[src/rtl/tl_ctrl_arb_pkg.sv]
// Shared defaults, TileLink-UL opcodes and channel field bundles for the control-bus arbiter.
package tl_ctrl_arb_pkg;

    localparam int SRC_W_DEF        = 8;
    localparam int OUT_SRC_W_DEF    = 12;
    localparam int MAX_INFLIGHT_DEF = 4;

    localparam logic [2:0] TL_A_PUTFULL       = 3'd0;
    localparam logic [2:0] TL_A_GET           = 3'd4;
    localparam logic [2:0] TL_D_ACCESSACK     = 3'd0;
    localparam logic [2:0] TL_D_ACCESSACKDATA = 3'd1;

    // A-channel payload minus source, which is retagged separately.
    typedef struct packed {
        logic [2:0]  opcode;
        logic [2:0]  param;
        logic [2:0]  size;
        logic [30:0] address;
        logic [7:0]  mask;
        logic        corrupt;
    } tl_a_fields_t;

    // D-channel payload minus source, which carries the routing tag.
    typedef struct packed {
        logic [2:0] opcode;
        logic [1:0] size;
    } tl_d_fields_t;

    typedef enum logic {
        ARB_IDLE,
        ARB_LOCKED
    } arb_state_e;

endpackage

[src/rtl/tl_ctrl_arb_inflight_counter.sv]
// Outstanding-request counter for one requester; saturates at zero on an unexpected response.
module tl_ctrl_inflight_counter #(
    parameter int MAX = 4
) (
    input  logic clk_i,
    input  logic rst_i,
    input  logic inc_i,
    input  logic dec_i,
    output logic full_o,
    output logic empty_o,
    output logic underflow_o
);

    localparam int CW = $clog2(MAX + 1);

    logic [CW-1:0] cnt_q, cnt_d;

    assign full_o      = (cnt_q == CW'(MAX));
    assign empty_o     = (cnt_q == '0);
    assign underflow_o = dec_i && empty_o;

    // Next count: simultaneous inc and dec cancel; never wrap at either end.
    always_comb begin
        cnt_d = cnt_q;
        if (inc_i && !dec_i && !full_o) begin
            cnt_d = cnt_q + 1'b1;
        end else if (dec_i && !inc_i && !empty_o) begin
            cnt_d = cnt_q - 1'b1;
        end
    end

    // Count register.
    always_ff @(posedge clk_i) begin
        if (rst_i) cnt_q <= '0;
        else       cnt_q <= cnt_d;
    end

endmodule

[src/rtl/tl_control_arbiter.sv]
// Two-requester TileLink-UL arbiter in front of the control-bus coupler: round-robin
// with grant lock on A, source-tag routing on D, per-requester in-flight limit.
module tl_control_arbiter
    import tl_ctrl_arb_pkg::*;
#(
    parameter int SRC_W        = SRC_W_DEF,
    parameter int OUT_SRC_W    = OUT_SRC_W_DEF,
    parameter int MAX_INFLIGHT = MAX_INFLIGHT_DEF
) (
    input  logic                 clock,
    input  logic                 reset,
    input  logic                 auto_in_0_a_valid,
    output logic                 auto_in_0_a_ready,
    input  logic [2:0]           auto_in_0_a_bits_opcode,
    input  logic [2:0]           auto_in_0_a_bits_param,
    input  logic [2:0]           auto_in_0_a_bits_size,
    input  logic [SRC_W-1:0]     auto_in_0_a_bits_source,
    input  logic [30:0]          auto_in_0_a_bits_address,
    input  logic [7:0]           auto_in_0_a_bits_mask,
    input  logic                 auto_in_0_a_bits_corrupt,
    output logic                 auto_in_0_d_valid,
    input  logic                 auto_in_0_d_ready,
    output logic [2:0]           auto_in_0_d_bits_opcode,
    output logic [2:0]           auto_in_0_d_bits_size,
    output logic [SRC_W-1:0]     auto_in_0_d_bits_source,
    input  logic                 auto_in_1_a_valid,
    output logic                 auto_in_1_a_ready,
    input  logic [2:0]           auto_in_1_a_bits_opcode,
    input  logic [2:0]           auto_in_1_a_bits_param,
    input  logic [2:0]           auto_in_1_a_bits_size,
    input  logic [SRC_W-1:0]     auto_in_1_a_bits_source,
    input  logic [30:0]          auto_in_1_a_bits_address,
    input  logic [7:0]           auto_in_1_a_bits_mask,
    input  logic                 auto_in_1_a_bits_corrupt,
    output logic                 auto_in_1_d_valid,
    input  logic                 auto_in_1_d_ready,
    output logic [2:0]           auto_in_1_d_bits_opcode,
    output logic [2:0]           auto_in_1_d_bits_size,
    output logic [SRC_W-1:0]     auto_in_1_d_bits_source,
    output logic                 auto_out_a_valid,
    input  logic                 auto_out_a_ready,
    output logic [2:0]           auto_out_a_bits_opcode,
    output logic [2:0]           auto_out_a_bits_param,
    output logic [1:0]           auto_out_a_bits_size,
    output logic [OUT_SRC_W-1:0] auto_out_a_bits_source,
    output logic [30:0]          auto_out_a_bits_address,
    output logic [7:0]           auto_out_a_bits_mask,
    output logic                 auto_out_a_bits_corrupt,
    input  logic                 auto_out_d_valid,
    output logic                 auto_out_d_ready,
    input  logic [2:0]           auto_out_d_bits_opcode,
    input  logic [1:0]           auto_out_d_bits_size,
    input  logic [OUT_SRC_W-1:0] auto_out_d_bits_source,
    output logic                 err_unexpected_d
);

    arb_state_e   state_q, state_d;
    logic         lock_idx_q, lock_idx_d;
    logic         ptr_q, ptr_d;
    logic         err_q, err_d;

    tl_a_fields_t a_fld [2];
    logic [SRC_W-1:0] a_src [2];
    tl_d_fields_t d_fld;
    logic [1:0]   a_valid, elig, full, empty, underflow, inc, dec, a_ready;
    logic         gnt, gnt_vld, a_fire, d_sel, d_fire;

    assign a_valid  = {auto_in_1_a_valid, auto_in_0_a_valid};
    assign a_src[0] = auto_in_0_a_bits_source;
    assign a_src[1] = auto_in_1_a_bits_source;
    assign a_fld[0] = '{opcode: auto_in_0_a_bits_opcode, param: auto_in_0_a_bits_param,
                        size: auto_in_0_a_bits_size, address: auto_in_0_a_bits_address,
                        mask: auto_in_0_a_bits_mask, corrupt: auto_in_0_a_bits_corrupt};
    assign a_fld[1] = '{opcode: auto_in_1_a_bits_opcode, param: auto_in_1_a_bits_param,
                        size: auto_in_1_a_bits_size, address: auto_in_1_a_bits_address,
                        mask: auto_in_1_a_bits_mask, corrupt: auto_in_1_a_bits_corrupt};

    // Grant selection: a stalled request keeps the bus; otherwise round-robin among eligible.
    always_comb begin
        gnt     = ptr_q;
        gnt_vld = 1'b0;
        if (state_q == ARB_LOCKED) begin
            gnt     = lock_idx_q;
            gnt_vld = a_valid[lock_idx_q];
        end else if (&elig) begin
            gnt     = ptr_q;
            gnt_vld = 1'b1;
        end else if (elig[0]) begin
            gnt     = 1'b0;
            gnt_vld = 1'b1;
        end else if (elig[1]) begin
            gnt     = 1'b1;
            gnt_vld = 1'b1;
        end
    end

    // Handshakes are forced low during reset so nothing fires while downstream is resetting.
    assign auto_out_a_valid        = gnt_vld && !reset;
    assign a_fire                  = auto_out_a_valid && auto_out_a_ready;
    assign auto_out_a_bits_opcode  = a_fld[gnt].opcode;
    assign auto_out_a_bits_param   = a_fld[gnt].param;
    assign auto_out_a_bits_size    = a_fld[gnt].size[1:0];
    assign auto_out_a_bits_source  = OUT_SRC_W'({gnt, a_src[gnt]});
    assign auto_out_a_bits_address = a_fld[gnt].address;
    assign auto_out_a_bits_mask    = a_fld[gnt].mask;
    assign auto_out_a_bits_corrupt = a_fld[gnt].corrupt;
    assign auto_in_0_a_ready       = a_ready[0];
    assign auto_in_1_a_ready       = a_ready[1];

    // D routing: the tag bit just above the requester source picks the destination.
    assign d_sel            = auto_out_d_bits_source[SRC_W];
    assign d_fld            = '{opcode: auto_out_d_bits_opcode, size: auto_out_d_bits_size};
    assign auto_out_d_ready = (d_sel ? auto_in_1_d_ready : auto_in_0_d_ready) && !reset;
    assign d_fire           = auto_out_d_valid && auto_out_d_ready;

    assign auto_in_0_d_valid        = auto_out_d_valid && !d_sel && !reset;
    assign auto_in_1_d_valid        = auto_out_d_valid && d_sel && !reset;
    assign auto_in_0_d_bits_opcode  = d_fld.opcode;
    assign auto_in_1_d_bits_opcode  = d_fld.opcode;
    assign auto_in_0_d_bits_size    = {1'b0, d_fld.size};
    assign auto_in_1_d_bits_size    = {1'b0, d_fld.size};
    assign auto_in_0_d_bits_source  = auto_out_d_bits_source[SRC_W-1:0];
    assign auto_in_1_d_bits_source  = auto_out_d_bits_source[SRC_W-1:0];

    for (genvar i = 0; i < 2; i++) begin : g_req
        assign elig[i]    = a_valid[i] && !full[i];
        assign a_ready[i] = auto_out_a_ready && (gnt == 1'(i)) && elig[i] && !reset;
        assign inc[i]     = a_fire && (gnt == 1'(i));
        assign dec[i]     = d_fire && (d_sel == 1'(i));

        tl_ctrl_inflight_counter #(.MAX(MAX_INFLIGHT)) u_cnt (
            .clk_i       (clock),
            .rst_i       (reset),
            .inc_i       (inc[i]),
            .dec_i       (dec[i]),
            .full_o      (full[i]),
            .empty_o     (empty[i]),
            .underflow_o (underflow[i])
        );
    end

    // Next state: lock while the granted request is stalled, rotate priority past each winner.
    always_comb begin
        state_d    = ARB_IDLE;
        lock_idx_d = lock_idx_q;
        ptr_d      = ptr_q;
        err_d      = err_q || (|underflow);
        if (auto_out_a_valid && !auto_out_a_ready) begin
            state_d    = ARB_LOCKED;
            lock_idx_d = gnt;
        end
        if (a_fire) ptr_d = ~gnt;
    end

    // Arbiter state registers.
    always_ff @(posedge clock) begin
        if (reset) begin
            state_q    <= ARB_IDLE;
            lock_idx_q <= 1'b0;
            ptr_q      <= 1'b0;
            err_q      <= 1'b0;
        end else begin
            state_q    <= state_d;
            lock_idx_q <= lock_idx_d;
            ptr_q      <= ptr_d;
            err_q      <= err_d;
        end
    end

    assign err_unexpected_d = err_q;

    // Upper size bit and upper out-source bits are intentionally dropped.
    logic unused_bits;
    assign unused_bits = ^{a_fld[0].size[2], a_fld[1].size[2], auto_out_d_bits_source, empty};

endmodule
[config.mk]
export PLATFORM = sky130hd
export DESIGN_NAME = tl_control_arbiter
export DESIGN_NICKNAME = d
export VERILOG_FILES = /design/src/rtl/tl_ctrl_arb_pkg.sv /design/src/rtl/tl_ctrl_arb_inflight_counter.sv /design/src/rtl/tl_control_arbiter.sv
export SDC_FILE = /design/constraint.sdc
export NUM_CORES = 1
export LEC_CHECK = 0
export CAP_MARGIN = 20
export CELL_PAD_IN_SITES_DETAIL_PLACEMENT = 0
export CELL_PAD_IN_SITES_GLOBAL_PLACEMENT = 2
export CORE_AREA = 2 2 91 93
export CTS_CLUSTER_DIAMETER = 200
export DETAILED_ROUTE_END_ITERATION = 8
export DIE_AREA = 0 0 93 95
export DONT_BUFFER_PORTS = 1
export PLACE_DENSITY = 0.74
export SLEW_MARGIN = 20
export SYNTH_ARGS = -nofsm -noshare
export SYNTH_HDL_FRONTEND = slang
export SYNTH_SLANG_ARGS = --single-unit
[constraint.sdc]
create_clock -name clock -period 3.5 [get_ports clock]
set_clock_uncertainty 0.05 [all_clocks]
set_input_delay 0.35 -clock clock [delete_from_list [all_inputs] [get_ports clock]]
set_output_delay 0.35 -clock clock [all_outputs]
set_load 0.05 [all_outputs]
# [After elaboration in Yosys (flattened, before gate mapping)]
# Cells that the tools add are included.
[op_classes] n_addsub=4 magnitude_cmp=2 eq_ne=2 n_mux=22 bitwise=3 reduce_logical=49
[ops] cell="2-to-1 mux 49 bit" count=3
[ops] cell="logical AND 1 bit" count=31
[ops] cell="2-to-1 mux 8 bit" count=3
[ops] cell="2-to-1 mux 1 bit" count=12
[ops] cell="2-to-1 mux 3 bit" count=4
[ops] cell="zero test 1 bit" count=11
[ops] cell="adder 3 x 1 -> 3 bit, second input constant" count=2
[ops] cell="== test 3 bit, second input constant" count=2
[ops] cell="zero test 3 bit" count=2
[ops] cell="subtractor 3 x 1 -> 3 bit, second input constant" count=2
[ops] cell="nonzero test 2 bit" count=2
[ops] cell=">= comparator 2 bit, second input constant" count=1
[ops] cell="less-than comparator 1 x 2 -> 1 bit, second input constant" count=1
[ops] cell="NOT 1 bit" count=2
[ops] cell="NOT 1 -> 2 bit" count=1
[ops] cell="AND reduction 2 bit" count=1
[ops] cell="OR reduction 2 bit" count=1
[ops] cell="logical OR 1 bit" count=1
[word_totals] regBits=10 inputBits=139 output_inout_bits=95

# [Logic depth before layout (Yosys ltp)]
[depth] word_depth=15 ltp_mapped=10 ltp_nobuf=10

# [Cells and area by module]
# A second synthesis with hierarchy kept.
[hier_totals] hier_cells=184 hier_area_um2=1730.4
[by_module_without_submodules] module="tl_control_arbiter" n_inst=1 cells_per_inst=136 area_each_um2=1280.0 seq_area_each_um2=80.1
[by_module_without_submodules] module="tl_ctrl_inflight_counter" n_inst=2 cells_per_inst=24 area_each_um2=225.2 seq_area_each_um2=60.1

# [Worst setup path after synthesis]
# Ideal clock, no wire load.
[synth_timing] kind="reg2out" from="register g_req[0].u_cnt.cnt_q[1]" to="output port auto_in_1_a_ready" arrival_ns=3.035 slack_ns=0.065 path_stages_with_launch=6 n_path_buf=1 path_cell_list="dfxtp_1 or3b_2 a211oi_1 o31ai_4 buf_2 nor4_1"
[synth_via] elab_chain_cells=9 elab_cells_between_ends=10
[synth_rtl] item="start, declared" line_no="tl_ctrl_arb_inflight_counter.sv:16" source="logic [CW-1:0] cnt_q, cnt_d;"
[synth_rtl] item="start signal, assigned" line_no="tl_ctrl_arb_inflight_counter.sv:35" source="else cnt_q <= cnt_d;"
[synth_rtl] item="== test 3 bit (*)" line_no="tl_ctrl_arb_inflight_counter.sv:18" source="assign full_o = (cnt_q == CW'(MAX));"
[synth_rtl] item="zero test 1 bit (*)" line_no="tl_control_arbiter.sv:126" source="assign elig[i] = a_valid[i] && !full[i];"
[synth_rtl] item="logical AND 1 bit (*)" line_no="tl_control_arbiter.sv:126"
[synth_rtl] item="2-to-1 mux 1 bit or AND reduction 2 bit (tied branches)" line_no="tl_control_arbiter.sv:88, tl_control_arbiter.sv:85"
[synth_rtl] item="2-to-1 mux 1 bit (*)" line_no="tl_control_arbiter.sv:85" source="end else if (&elig) begin"
[synth_rtl] item="2-to-1 mux 1 bit (*)" line_no="tl_control_arbiter.sv:82" source="if (state_q == ARB_LOCKED) begin"
[synth_rtl] item="logical AND 1 bit (*) (3 in series)" line_no="tl_control_arbiter.sv:127" source="assign a_ready[i] = auto_out_a_ready && (gnt == 1'(i)) && elig[i] && !reset;"
[synth_rtl] item="end, declared" line_no="tl_control_arbiter.sv:27" source="output logic auto_in_1_a_ready,"
# Every way passes the cells marked *; elsewhere a longest branch is shown, timed or not.

# [Worst setup path in the final report]
[layout_timing] from="register g_req[1].u_cnt.cnt_q[0]" to="register g_req[0].u_cnt.cnt_q[2]"
[layout_via] elab_chain_cells=14 elab_cells_between_ends=23
[layout_rtl] item="start, declared" line_no="tl_ctrl_arb_inflight_counter.sv:16"
[layout_rtl] item="start signal, assigned" line_no="tl_ctrl_arb_inflight_counter.sv:35"
[layout_rtl] item="== test 3 bit (*)" line_no="tl_ctrl_arb_inflight_counter.sv:18"
[layout_rtl] item="zero test 1 bit (*)" line_no="tl_control_arbiter.sv:126"
[layout_rtl] item="logical AND 1 bit (*)" line_no="tl_control_arbiter.sv:126"
[layout_rtl] item="2-to-1 mux 1 bit" line_no="tl_control_arbiter.sv:91" source="end else if (elig[1]) begin"
[layout_rtl] item="2-to-1 mux 1 bit" line_no="tl_control_arbiter.sv:88" source="end else if (elig[0]) begin"
[layout_rtl] item="2-to-1 mux 1 bit" line_no="tl_control_arbiter.sv:85"
[layout_rtl] item="2-to-1 mux 1 bit" line_no="tl_control_arbiter.sv:82"
[layout_rtl] item="logical AND 1 bit" line_no="tl_control_arbiter.sv:98" source="assign auto_out_a_valid = gnt_vld && !reset;"
[layout_rtl] item="logical AND 1 bit" line_no="tl_control_arbiter.sv:99" source="assign a_fire = auto_out_a_valid && auto_out_a_ready;"
[layout_rtl] item="logical AND 1 bit (*)" line_no="tl_control_arbiter.sv:128" source="assign inc[i] = a_fire && (gnt == 1'(i));"
[layout_rtl] item="zero test 1 bit" line_no="tl_ctrl_arb_inflight_counter.sv:27" source="end else if (dec_i && !inc_i && !empty_o) begin"
[layout_rtl] item="logical AND 1 bit (2 in series)" line_no="tl_ctrl_arb_inflight_counter.sv:27"
[layout_rtl] item="nonzero test 2 bit (no source line)"
# Marks and branches as above.
# A chain may end at the register's enable or synchronous reset.

==> results.md <==
- The worst pin sits at a relative slew slack of 41.0%.
- Counting instances, the worst hold path has a depth of 1.
- Leaving out fill and tap cells, the most frequent cell in the layout is sky130_fd_sc_hd__nand2_1.
- The final critical-path setup slack is 193 ps.
- For this design the ratio of total power to cell area is 515 mW/mm^2.
- Summed over all layers, the routed wires come to 5470 um.
- Counting the buffers created by CTS gives 3.
- The congestion estimate from routability-driven global placement came to 0.792.
- The slack of the worst reg-to-reg path is 190 ps.
- Global routing consumed, over all layers together, 10.7% of the routing resources.
- The initial antenna violation count was 0.
- The via count of the first global-routing pass is 1,749.
- Clock latency on the worst-skew pair, taken at its later pin, is 240 ps.
- After detailed routing, the average wire length per cell comes to 12.5 um.
- The TritonCTS clock tree is yes.
- The total non-filler cell area in the finished layout is 0.00281 mm^2.
- The initial cell density of the core is 21.2%.
- The smallest clock period supported by the final layout is computed as 3310 ps.
- The post-detailed-placement cell area is 0.00276 mm^2.
- The die covers 0.00884 mm^2.
- The flip-flop and latch count after synthesis is 10.
- The maximum number of pins on one net before global-route repair is 61.
- The family with the most delay on the worst path is simple AND/OR/NAND/NOR gates.
- The slew at the pin closest to its max-slew limit is 882 ps.
- Setup repair after global routing left no endpoint under its margin.
- The critical path runs through a total of 10 cells.
- The floorplan step set the die height to 95 um.
- The critical path's largest stage delay is 480 ps.
- The critical register-to-register path startpoint is g_req[1].u_cnt.cnt_q[0]$_SDFFE_PP0P_.
- The post-route netlist has 24.0% of its cells at a drive strength greater than 1.
- Buffers added to address setup during post-CTS repair amount to 0.
- In this run the horizontal extent of the chip is 93 um.
- Once detailed placement completed, the half-perimeter wirelength came to 4650 um.
- The hold violation total from the final report was 0.
- The count of different cell masters after synthesis is 40.
- The final net count is 475.
- The number of cells on the worst reg-to-reg path is 10.
- The via-per-instance ratio is 4.59.
- The worst setup path is captured at a register.
- The root buffer cell is sky130_fd_sc_hd__clkbuf_8.
- For this design, the sink count on the clock tree is 10.
- Derived from the worst setup path, the maximum achievable clock frequency is 302 MHz.
- The worst hold path begins at reset.
- The worst hold path terminates at g_req[0].u_cnt.cnt_q[2]$_SDFFE_PP0P_.
- In the finished design, the share of the clock period the worst path needs comes to 94.5%.
- The repair_antennas step left the layout with diodes totalling 0.
- After detailed routing, the number of remaining DRC violations is 0.
- The area of the mapped netlist is 0.00168 mm^2.
- Including well taps, the total number of placed cells is 434.
- The count of placed standard cells in the final layout, fillers left out is 438.
- The data required time at the worst endpoint is 3640 ps.
- Traced cell by cell, the critical path runs through or3b_1 -> a311o_1 -> o31ai_4 -> inv_2 -> nor2_2 -> nand3_1 -> fa_1 -> or3_1 -> mux4_2 -> nor2_1.
- The sum of buffers and inverters on the critical path is 1.
- The filler cells instantiated in the layout total 820.
- The summed negative setup slack over all endpoints is 0 ps.
- The worst setup path is of the register to register kind.
- The first detailed-routing pass took 4 iterations.
- The count of H-tree levels built during CTS is 1.
- In this run the worst path has a maximum fanout of 4.
- The number of placed I/O pins is 234.
- For this block, the via count after detailed routing is 2,012.
- The worst-case vdd ir drop is 163 uV.
- The core outline area is 0.00793 mm^2.
- The synthesis warning total is 0.
- The top cell types in the final layout, fill and taps aside, are sky130_fd_sc_hd__nand2_1 (177), sky130_fd_sc_hd__buf_12 (56), sky130_fd_sc_hd__nor2_1 (14), sky130_fd_sc_hd__buf_4 (12), sky130_fd_sc_hd__dfxtp_1 (10).
- Counting along the longest clock path gives a buffer depth of 2.
- The number of hold buffers added after CTS was 0.
- After synthesis, the share of flip-flops with an asynchronous set or reset is 0%.
- The number of instances in the synthesized netlist is 302.
- Averaged over all synthesized cells, the footprint is 5.56 um^2.
- The path class of the tightest hold or removal check is input pin to register.
- The worst setup path is launched from a register.
- The largest individual stage delay along the critical path comes from the cell sky130_fd_sc_hd__fa_1.
- The clock-pin slew on the worst setup and hold paths is 50 ps.
- After the first detailed-routing iteration, the DRC count stood at 55.
- The worst reg2reg path endpoint is g_req[0].u_cnt.cnt_q[2]$_SDFFE_PP0P_.
- The post-detailed-route count of antenna-violating nets is 0.
- The post-place setup slack is 130 ps.
- Once the clock tree was built, the resizer swapped 0 gates to a different size.
- The number of maximum-capacitance violations is 0.
- The first global-routing pass estimated 7710 um of wire.
- Global routing finished with a remaining overflow of 0.
- After floorplanning, the core was divided into 33 placement rows.
- The static leakage is 0.00141 uW.
- The total count of max-transition violations in the final report is 0.
- The most frequently used flop master after synthesis is sky130_fd_sc_hd__dfxtp_1.
- Relative to the synthesized area, the layout overhead comes to 67.5%.
- The port buffer count is 0.
- The flow ran to the end, and the final reports show no timing, DRC or antenna violations.
- Summing the sequential cell areas from Yosys gives 11.9% of the chip area.
- Data on the critical path arrives at its endpoint at 3440 ps.
- The setup violation total in the final timing report is 0.
- The synthesized design contains 0 enable-type register cells.
==> synthesized netlist by cell type, types with 2 or more instances <==
cell type                  instances  area, um^2
sky130_fd_sc_hd__nor2_1           14        52.6
sky130_fd_sc_hd__xor2_1            2        17.5
sky130_fd_sc_hd__nor3_1            3        15.0
sky130_fd_sc_hd__nand2_1         177         664
sky130_fd_sc_hd__nor4_1            3        18.8
sky130_fd_sc_hd__clkbuf_1          8        30.0
sky130_fd_sc_hd__mux4_2            2        45.0
sky130_fd_sc_hd__and2_1            2        12.5
sky130_fd_sc_hd__nand2b_1          2        12.5
sky130_fd_sc_hd__nand3_1           4        20.0
sky130_fd_sc_hd__buf_1             4        15.0
sky130_fd_sc_hd__or3_1             2        12.5
sky130_fd_sc_hd__nor3b_1           3        22.5
sky130_fd_sc_hd__inv_1             2        7.51
sky130_fd_sc_hd__mux2i_1           5        50.1
sky130_fd_sc_hd__a211oi_1          2        15.0
sky130_fd_sc_hd__buf_4            32         240
sky130_fd_sc_hd__and3b_1           2        17.5
sky130_fd_sc_hd__fa_1              2        40.0
sky130_fd_sc_hd__xnor2_1           2        17.5
sky130_fd_sc_hd__dfxtp_1          10         200
==> area by class of cell <==
cell class                 count  area [um^2]  area share [%]
timing repair buffer          68         1210            43.0
multi-input combinational    248         1200            42.8
sequential                    10          200            7.11
tap                          105          131            4.67
clock buffer                   4         55.1            1.96
inverter                       3         11.3           0.400
==> sequential cells by signal (all words and copies together) (netlist names) <==
register / cells
g_req.u_cnt.cnt_q: 6
lock_idx_q: 1
err_unexpected_d: 1
ptr_q: 1
state_q: 1
==> cell families after synthesis <==
logic type / synth area share (%)
buf+inv: 17.9
simple gates: 53.2
mux: 5.66
xor+xnor: 2.09
other cells: 0.223
flops: 11.9
compound gates: 6.55
fa+ha+maj: 2.38
==> power breakdown <==
group          internal [uW]  switching, uW  total, uW  leakage, uW
Combinational            488            673       1160      0.00130
Clock                   99.4           51.5        151    0.0000288
Sequential               126           10.8        137    0.0000818
Total                    714            735       1450      0.00141
==> worst max path at each step <==
stage | start | end | slack, ps
final | g_req[1].u_cnt.cnt_q[0]$_SDFFE_PP0P_ | g_req[0].u_cnt.cnt_q[2]$_SDFFE_PP0P_ | 190
after global routing | g_req[1].u_cnt.cnt_q[2]$_SDFFE_PP0P_ | g_req[0].u_cnt.cnt_q[2]$_SDFFE_PP0P_ | 0.2
after CTS | g_req[1].u_cnt.cnt_q[2]$_SDFFE_PP0P_ | g_req[0].u_cnt.cnt_q[2]$_SDFFE_PP0P_ | 120
after detailed placement | g_req[1].u_cnt.cnt_q[2]$_SDFFE_PP0P_ | g_req[0].u_cnt.cnt_q[2]$_SDFFE_PP0P_ | 130
after global placement | g_req[1].u_cnt.cnt_q[0]$_SDFFE_PP0P_ | g_req[0].u_cnt.cnt_q[2]$_SDFFE_PP0P_ | 200
after floorplan | g_req[0].u_cnt.cnt_q[1]$_SDFFE_PP0P_ | auto_in_1_a_ready | 60
==> metal layers <==
layer / global-route usage [%] / routed length (um) / share of wire (%)
met1: 10.8 / 1920 / 35
met2: 21.0 / 2870 / 52
met3: 2.31 / 558 / 10
met4: 4.66 / 118 / 2.2
met5: 0 / 0 / 0
==> per-stage QoR <==
step,utilization [%],power (uW),hold WS [ps]
final,35.5,1450,121
after global placement,34.8,1290,375
after CTS,35.5,1460,118
after floorplan,-,855,402
after global routing,35.5,1520,116
after detailed placement,34.8,1310,377
No activity file was read; power rests on OpenSTA's default activity.
